<file path="config.mk">
export PLATFORM = sky130hd
export DESIGN_NAME = mmc1_regs_flat
export DESIGN_NICKNAME = d
export VERILOG_FILES = /design/src/rtl/mmc1_regs_if.sv /design/src/rtl/mmc1_regs.sv /design/src/flat_wrapper.sv
export SDC_FILE = /design/constraint.sdc
export NUM_CORES = 1
export LEC_CHECK = 0
export CAP_MARGIN = 20
export CORE_MARGIN = 2
export CORE_UTILIZATION = 41
export DETAILED_ROUTE_END_ITERATION = 8
export PLACE_DENSITY = 0.8
export SLEW_MARGIN = 10
export SYNTH_ARGS = -nofsm -noshare
export SYNTH_HDL_FRONTEND = slang
export SYNTH_SLANG_ARGS = --single-unit
</file>
<file path="constraint.sdc">
create_clock -name clk_cpu -period 2.7 [get_ports clk_cpu]
set_input_delay 0.27 -clock clk_cpu [delete_from_list [all_inputs] [get_ports clk_cpu]]
set_output_delay 0.27 -clock clk_cpu [all_outputs]
set_load 0.005 [all_outputs]
</file>
<file path="src/rtl/mmc1_regs_if.sv">
// CPU-side bus and decoded bank-select outputs of the MMC1 register core.
// The master drives the CPU bus; the slave (mmc1_regs) returns the mapping.
interface mmc1_regs_if #(
    parameter int unsigned PRG_ROM_DEPTH = 17
);
    logic                     m2;
    logic [14:0]              cpu_addr;
    logic [7:0]               cpu_data_i;
    logic                     cpu_rw;
    logic                     romsel;
    logic [PRG_ROM_DEPTH-1:0] prg_rom_addr;
    logic                     prg_ram_ce;
    logic [4:0]               chr_bank_lo;
    logic [4:0]               chr_bank_hi;
    logic [1:0]               mirror;
    logic                     reg_load;

    modport master (
        output m2, cpu_addr, cpu_data_i, cpu_rw, romsel,
        input  prg_rom_addr, prg_ram_ce, chr_bank_lo, chr_bank_hi, mirror, reg_load
    );

    modport slave (
        input  m2, cpu_addr, cpu_data_i, cpu_rw, romsel,
        output prg_rom_addr, prg_ram_ce, chr_bank_lo, chr_bank_hi, mirror, reg_load
    );
endinterface

</file>
<file path="src/rtl/mmc1_regs.sv">
// MMC1 serial-port register file and PRG/CHR bank decode.
// Five LSB-first writes to $8000-$FFFF load one of ctrl/chr0/chr1/prg.
module mmc1_regs #(
    parameter int unsigned PRG_ROM_DEPTH = 17
) (
    input  logic        clk_cpu,
    input  logic        rst,
    mmc1_regs_if.slave  bus
);
    localparam int unsigned REG_W  = 5;
    localparam int unsigned BANK_W = PRG_ROM_DEPTH - 14;
    localparam logic [REG_W-1:0] SR_EMPTY   = 5'b10000;
    localparam logic [REG_W-1:0] CTRL_RESET = 5'b01100;

    logic             rom_wr;
    logic             accept;
    logic             wr_prev_q;
    logic [REG_W-1:0] sr_q, sr_d;
    logic [REG_W-1:0] ctrl_q, ctrl_d;
    logic [REG_W-1:0] chr0_q, chr0_d;
    logic [REG_W-1:0] chr1_q, chr1_d;
    logic [REG_W-1:0] prg_q, prg_d;
    logic             reg_load_q, reg_load_d;
    logic [REG_W-1:0] shift_val;
    logic [3:0]       bank16;
    logic             unused_bits;

    // Only the first cycle of a write burst counts, which also swallows RMW double writes.
    assign rom_wr = bus.m2 & ~bus.romsel & ~bus.cpu_rw;
    assign accept = rom_wr & ~wr_prev_q;
    assign shift_val = {bus.cpu_data_i[0], sr_q[REG_W-1:1]};

    always_comb begin
        sr_d       = sr_q;
        ctrl_d     = ctrl_q;
        chr0_d     = chr0_q;
        chr1_d     = chr1_q;
        prg_d      = prg_q;
        reg_load_d = 1'b0;
        if (accept) begin
            if (bus.cpu_data_i[7]) begin
                sr_d        = SR_EMPTY;
                ctrl_d[3:2] = 2'b11;
            end else if (!sr_q[0]) begin
                sr_d = shift_val;
            end else begin
                // Marker bit reached sr[0]: this is the fifth bit.
                sr_d       = SR_EMPTY;
                reg_load_d = 1'b1;
                case (bus.cpu_addr[14:13])
                    2'd0: ctrl_d = shift_val;
                    2'd1: chr0_d = shift_val;
                    2'd2: chr1_d = shift_val;
                    2'd3: prg_d  = shift_val;
                endcase
            end
        end
    end

    always_ff @(posedge clk_cpu or posedge rst) begin
        if (rst) begin
            wr_prev_q  <= 1'b0;
            sr_q       <= SR_EMPTY;
            ctrl_q     <= CTRL_RESET;
            chr0_q     <= '0;
            chr1_q     <= '0;
            prg_q      <= '0;
            reg_load_q <= 1'b0;
        end else begin
            wr_prev_q  <= rom_wr;
            sr_q       <= sr_d;
            ctrl_q     <= ctrl_d;
            chr0_q     <= chr0_d;
            chr1_q     <= chr1_d;
            prg_q      <= prg_d;
            reg_load_q <= reg_load_d;
        end
    end

    // All-ones truncated to BANK_W bits is the last 16 KB bank.
    always_comb begin
        bank16 = {prg_q[3:1], bus.cpu_addr[14]};
        case (ctrl_q[3:2])
            2'd2:    bank16 = bus.cpu_addr[14] ? prg_q[3:0] : 4'd0;
            2'd3:    bank16 = bus.cpu_addr[14] ? 4'hF : prg_q[3:0];
            default: bank16 = {prg_q[3:1], bus.cpu_addr[14]};
        endcase
    end

    assign bus.prg_rom_addr = {bank16[BANK_W-1:0], bus.cpu_addr[13:0]};
    assign bus.prg_ram_ce   = bus.m2 & bus.romsel & (bus.cpu_addr[14:13] == 2'b11) & ~prg_q[4];
    assign bus.mirror       = ctrl_q[1:0];
    assign bus.chr_bank_lo  = ctrl_q[4] ? chr0_q : {chr0_q[4:1], 1'b0};
    assign bus.chr_bank_hi  = ctrl_q[4] ? chr1_q : {chr0_q[4:1], 1'b1};
    assign bus.reg_load     = reg_load_q;

    assign unused_bits = ^{bus.cpu_data_i[6:1], bank16};
endmodule

</file>
<file path="src/flat_wrapper.sv">
// flat-port wrapper written by rule: the top's interface ports become plain ports
module mmc1_regs_flat 
#(
    parameter int unsigned PRG_ROM_DEPTH = 17
)
  (clk_cpu, rst, bus_m2, bus_cpu_addr, bus_cpu_data_i, bus_cpu_rw, bus_romsel, bus_prg_rom_addr, bus_prg_ram_ce, bus_chr_bank_lo, bus_chr_bank_hi, bus_mirror, bus_reg_load);
  mmc1_regs_if #(.PRG_ROM_DEPTH(PRG_ROM_DEPTH)) bus_i ();
  input  logic clk_cpu;
  input  logic rst;
  input wire logic [$bits(bus_i.m2)-1:0] bus_m2;
  input wire logic [$bits(bus_i.cpu_addr)-1:0] bus_cpu_addr;
  input wire logic [$bits(bus_i.cpu_data_i)-1:0] bus_cpu_data_i;
  input wire logic [$bits(bus_i.cpu_rw)-1:0] bus_cpu_rw;
  input wire logic [$bits(bus_i.romsel)-1:0] bus_romsel;
  output wire logic [$bits(bus_i.prg_rom_addr)-1:0] bus_prg_rom_addr;
  output wire logic [$bits(bus_i.prg_ram_ce)-1:0] bus_prg_ram_ce;
  output wire logic [$bits(bus_i.chr_bank_lo)-1:0] bus_chr_bank_lo;
  output wire logic [$bits(bus_i.chr_bank_hi)-1:0] bus_chr_bank_hi;
  output wire logic [$bits(bus_i.mirror)-1:0] bus_mirror;
  output wire logic [$bits(bus_i.reg_load)-1:0] bus_reg_load;
  assign bus_i.m2 = bus_m2;
  assign bus_i.cpu_addr = bus_cpu_addr;
  assign bus_i.cpu_data_i = bus_cpu_data_i;
  assign bus_i.cpu_rw = bus_cpu_rw;
  assign bus_i.romsel = bus_romsel;
  assign bus_prg_rom_addr = bus_i.prg_rom_addr;
  assign bus_prg_ram_ce = bus_i.prg_ram_ce;
  assign bus_chr_bank_lo = bus_i.chr_bank_lo;
  assign bus_chr_bank_hi = bus_i.chr_bank_hi;
  assign bus_mirror = bus_i.mirror;
  assign bus_reg_load = bus_i.reg_load;
  mmc1_regs #(.PRG_ROM_DEPTH(PRG_ROM_DEPTH)) u_core (.clk_cpu(clk_cpu), .rst(rst), .bus(bus_i));
endmodule
</file>
==> impl_metrics.env <==
export IMPL_crit_reg2reg_launch="u_core.wr_prev_q$_DFF_PP0_"
export IMPL_clock_sink_count=26
export IMPL_setup_reg_to_reg_worst_slack_ps=700
export IMPL_share_comb_of_total_power_pct=10.3
export IMPL_final_net_count=156
export IMPL_cts_hold_buffers_added=0
export IMPL_p_int_mw=0.600
export IMPL_cp_max_fo=6
export IMPL_port_buffer_count=26
export IMPL_fmax_ghz=0.486
export IMPL_postSynthRegisterBits=26
export IMPL_lkg_pwr_nw=0.710
export IMPL_synth_top_area_share_pct=42.8
export IMPL_wl_per_cell_um=13.8
export IMPL_layout_cells_most_common_list="sky130_fd_sc_hd__clkdlybuf4s50_1 (26), sky130_fd_sc_hd__dfrtp_1 (23), sky130_fd_sc_hd__mux2_2 (16)"
export IMPL_synth_yosys_seq_area_share_pct=48.6
export IMPL_fin_crit_sh_pct=76.2
export IMPL_status="finished, final reports clean"
export IMPL_worst_r2r_cell_count=3
export IMPL_dpl_hpwl_um=1700
export IMPL_dieArea_um2=3760
export IMPL_most_common_cell_after_layout_fill_and_taps_aside="sky130_fd_sc_hd__clkdlybuf4s50_1"
export IMPL_post_route_drc_count=0
export IMPL_hold_class="input port to async pin"
export IMPL_antenna_cells=0
export IMPL_path_clk_slew_ps=140
export IMPL_worstPathRequired_ps=2930
export IMPL_antenna_found_initial=0
export IMPL_synth_fp_nets=147
export IMPL_cpLargestDelayFamily="simple AND/OR/NAND/NOR gates"
export IMPL_crit_path_buffers_inverters=1
export IMPL_initial_utilization_pct=43.7
export IMPL_grt_max_degree=27
export IMPL_power_frac_seq_pct=54.9
export IMPL_timing_critical_path_from_type="input port"
export IMPL_finalSetupTns_ps=0
export IMPL_netlist_top_cells_area="sky130_fd_sc_hd__dfrtp_1 (43%), sky130_fd_sc_hd__mux2_2 (13%), sky130_fd_sc_hd__buf_4 (11%)"
export IMPL_clk_root_buffer_cell="sky130_fd_sc_hd__clkbuf_4"
export IMPL_detail_route_antenna_nets=0
export IMPL_finalMaxSlewViolations=0
export IMPL_area_of_the_placeable_core_um2=3080
export IMPL_timing_final_crit_period_ps=2060
export IMPL_yosysWarnings=0
export IMPL_post_route_cells_drive_above_1_share_pct=26.8
export IMPL_synth_largest_area_cell="sky130_fd_sc_hd__dfrtp_1"
export IMPL_global_route_wire_length_before_repair_um=4040
export IMPL_gp_congestion=0.721
export IMPL_maxSlewHeadroom_pct=65.5
export IMPL_grtUsageTotal_pct=14.4
export IMPL_num_ports=59
export IMPL_die_height_um=61.3
export IMPL_p_per_area_nw_per_um2=492
export IMPL_ir_drop_uv=344
export IMPL_fp_dieW_um=61.3
export IMPL_postRouteWirelength_um=2360
export IMPL_cts_tree="built"
export IMPL_avgViaCountPerCell=5.06
export IMPL_setup_cp_type="input port to flip-flop"
export IMPL_max_cap_violations=0
export IMPL_pwr_share_clk_pct=34.8
export IMPL_netlist_cell_type_count=24
export IMPL_floorplan_rows=20
export IMPL_cts_buffers=3
export IMPL_power_switching_mw=0.176
export IMPL_cp_cell_sequence="clkdlybuf4s50_1 -> or4b_1 -> nor4b_2 -> mux2_2"
export IMPL_finalHoldViolations=0
export IMPL_worstMarginPinSlew_ps=516
export IMPL_critical_path_slowest_cell="sky130_fd_sc_hd__or4b_1"
export IMPL_finalClockSkew_ps=1.49
export IMPL_hold_worst_slack_ps=136
export IMPL_crit_arrival_ps=2290
export IMPL_grt_pass1_vias=849
export IMPL_synthToLayoutAreaGrowth_pct=17.3
export IMPL_avgSynthCellArea_um2=11.3
export IMPL_post_cts_setup_buffers=0
export IMPL_drt_pass1_iterations=4
export IMPL_max_clock_path_buffers=2
export IMPL_grt_overflow_total=0
export IMPL_initialDrtViolationCount=22
export IMPL_post_synth_inst_count=119
export IMPL_slowest_delay_ps=650
export IMPL_r2r_end="u_core.prg_q[0]$_DFFE_PP0P_"
export IMPL_num_fill_cells=277
export IMPL_via_count=866
export IMPL_rsz0062_at_grt="false"
export IMPL_netSwitchingFraction_pct=22.7
export IMPL_final_setup_viol_count=0
export IMPL_timing_critical_path_to_type="flip-flop"
export IMPL_cts_repair_resize_count=0
export IMPL_syn_cell_area_um2=1350
export IMPL_clk_insertion_delay_late_ps=330
export IMPL_cts_htree_levels=1
worst register-to-register path, delay by kind of cell (launching register included):
kind,cells,cell delay (ps)
flops,1,380
mux,1,400
simple gates,2,1120
stage by stage:
step	total power, mW	std cells	setup WS, ps	util, %	area, um2
floorplan	0.480	119	744	-	1350
global placement	0.504	166	317	48.7	1500
detailed placement	0.508	166	284	48.7	1500
CTS	0.782	170	652	50.4	1550
global route	0.813	171	505	51.3	1580
finish	0.777	171	643	51.3	1580
synthesized netlist by cell type:
cell type                  instances
sky130_fd_sc_hd__mux2_2           16
sky130_fd_sc_hd__buf_2             1
sky130_fd_sc_hd__dfstp_2           3
sky130_fd_sc_hd__nand2b_1          3
sky130_fd_sc_hd__buf_6             1
sky130_fd_sc_hd__nor2_1            4
sky130_fd_sc_hd__o21ai_0           5
sky130_fd_sc_hd__nor3_1            3
sky130_fd_sc_hd__nor3b_1           2
sky130_fd_sc_hd__clkbuf_1          3
sky130_fd_sc_hd__mux2_4            5
sky130_fd_sc_hd__o22a_1            2
sky130_fd_sc_hd__a21oi_1           7
sky130_fd_sc_hd__nor4b_2           1
sky130_fd_sc_hd__or4_4             1
sky130_fd_sc_hd__nand2_1          12
sky130_fd_sc_hd__or3_1             1
sky130_fd_sc_hd__or3b_2            1
sky130_fd_sc_hd__nand3b_1          1
sky130_fd_sc_hd__dfrtp_1          23
sky130_fd_sc_hd__or4b_1            1
sky130_fd_sc_hd__inv_1             2
sky130_fd_sc_hd__and2_1            1
sky130_fd_sc_hd__buf_4            20
final cells by class:
class	instances	area, um2	area share, %
Multi-Input combinational cell	66	507	32.1
Inverter	2	7.51	0.475
Clock inverter	1	30.0	1.90
Timing Repair Buffer	29	303	19.2
Sequential cell	26	654	41.4
Clock buffer	3	22.5	1.43
Tap cell	44	55.1	3.49
layer usage:
metal  vias to the layer above  track usage, %  routed length [um]
li1                        400               -                   -
met1                       434            20.1                1100
met5                         -               0                   0
met3                         4            4.62                 178
met2                        28            22.2                1070
met4                         0            3.11                  17
cells by family after synthesis:
| group | synth area share, % |
|---|---|
| AND/OR/NAND/NOR | 12.9 |
| multiplexers | 19.0 |
| AO/OA/AOI/OAI | 5.76 |
| flip-flops | 48.6 |
| buffers and inverters | 13.8 |
power by group through the flow:
stage,combinational [mW],sequential (mW),clock (mW)
finish,0.0798,0.427,0.270
global route,0.0897,0.430,0.294
CTS,0.0758,0.426,0.280
detailed placement,0.0746,0.434,0
global placement,0.0710,0.433,0
floorplan,0.0541,0.426,0
registers in the layout, summed over array words and instances (netlist names):
signal	flops
u_core.bus.reg_load	1
u_core.prg_q	4
u_core.ctrl_q	5
u_core.wr_prev_q	1
u_core.chr0_q	5
u_core.sr_q	5
u_core.chr1_q	5
worst max path at each step:
stage,start,to,depth (start not counted),slack [ps]
2_1_floorplan,u_core.wr_prev_q$_DFF_PP0_,u_core.chr1_q[0]$_DFFE_PP0P_,5,740
3_3_place_gp,bus_romsel,u_core.chr1_q[2]$_DFFE_PP0P_,4,320
3_5_place_dp,bus_romsel,u_core.prg_q[0]$_DFFE_PP0P_,4,280
4_1_cts,bus_romsel,u_core.prg_q[0]$_DFFE_PP0P_,4,650
5_1_grt,bus_cpu_addr[14],bus_prg_rom_addr[16],5,510
6_report,bus_romsel,u_core.prg_q[0]$_DFFE_PP0P_,4,640
(Power assumes the default switching activity.)
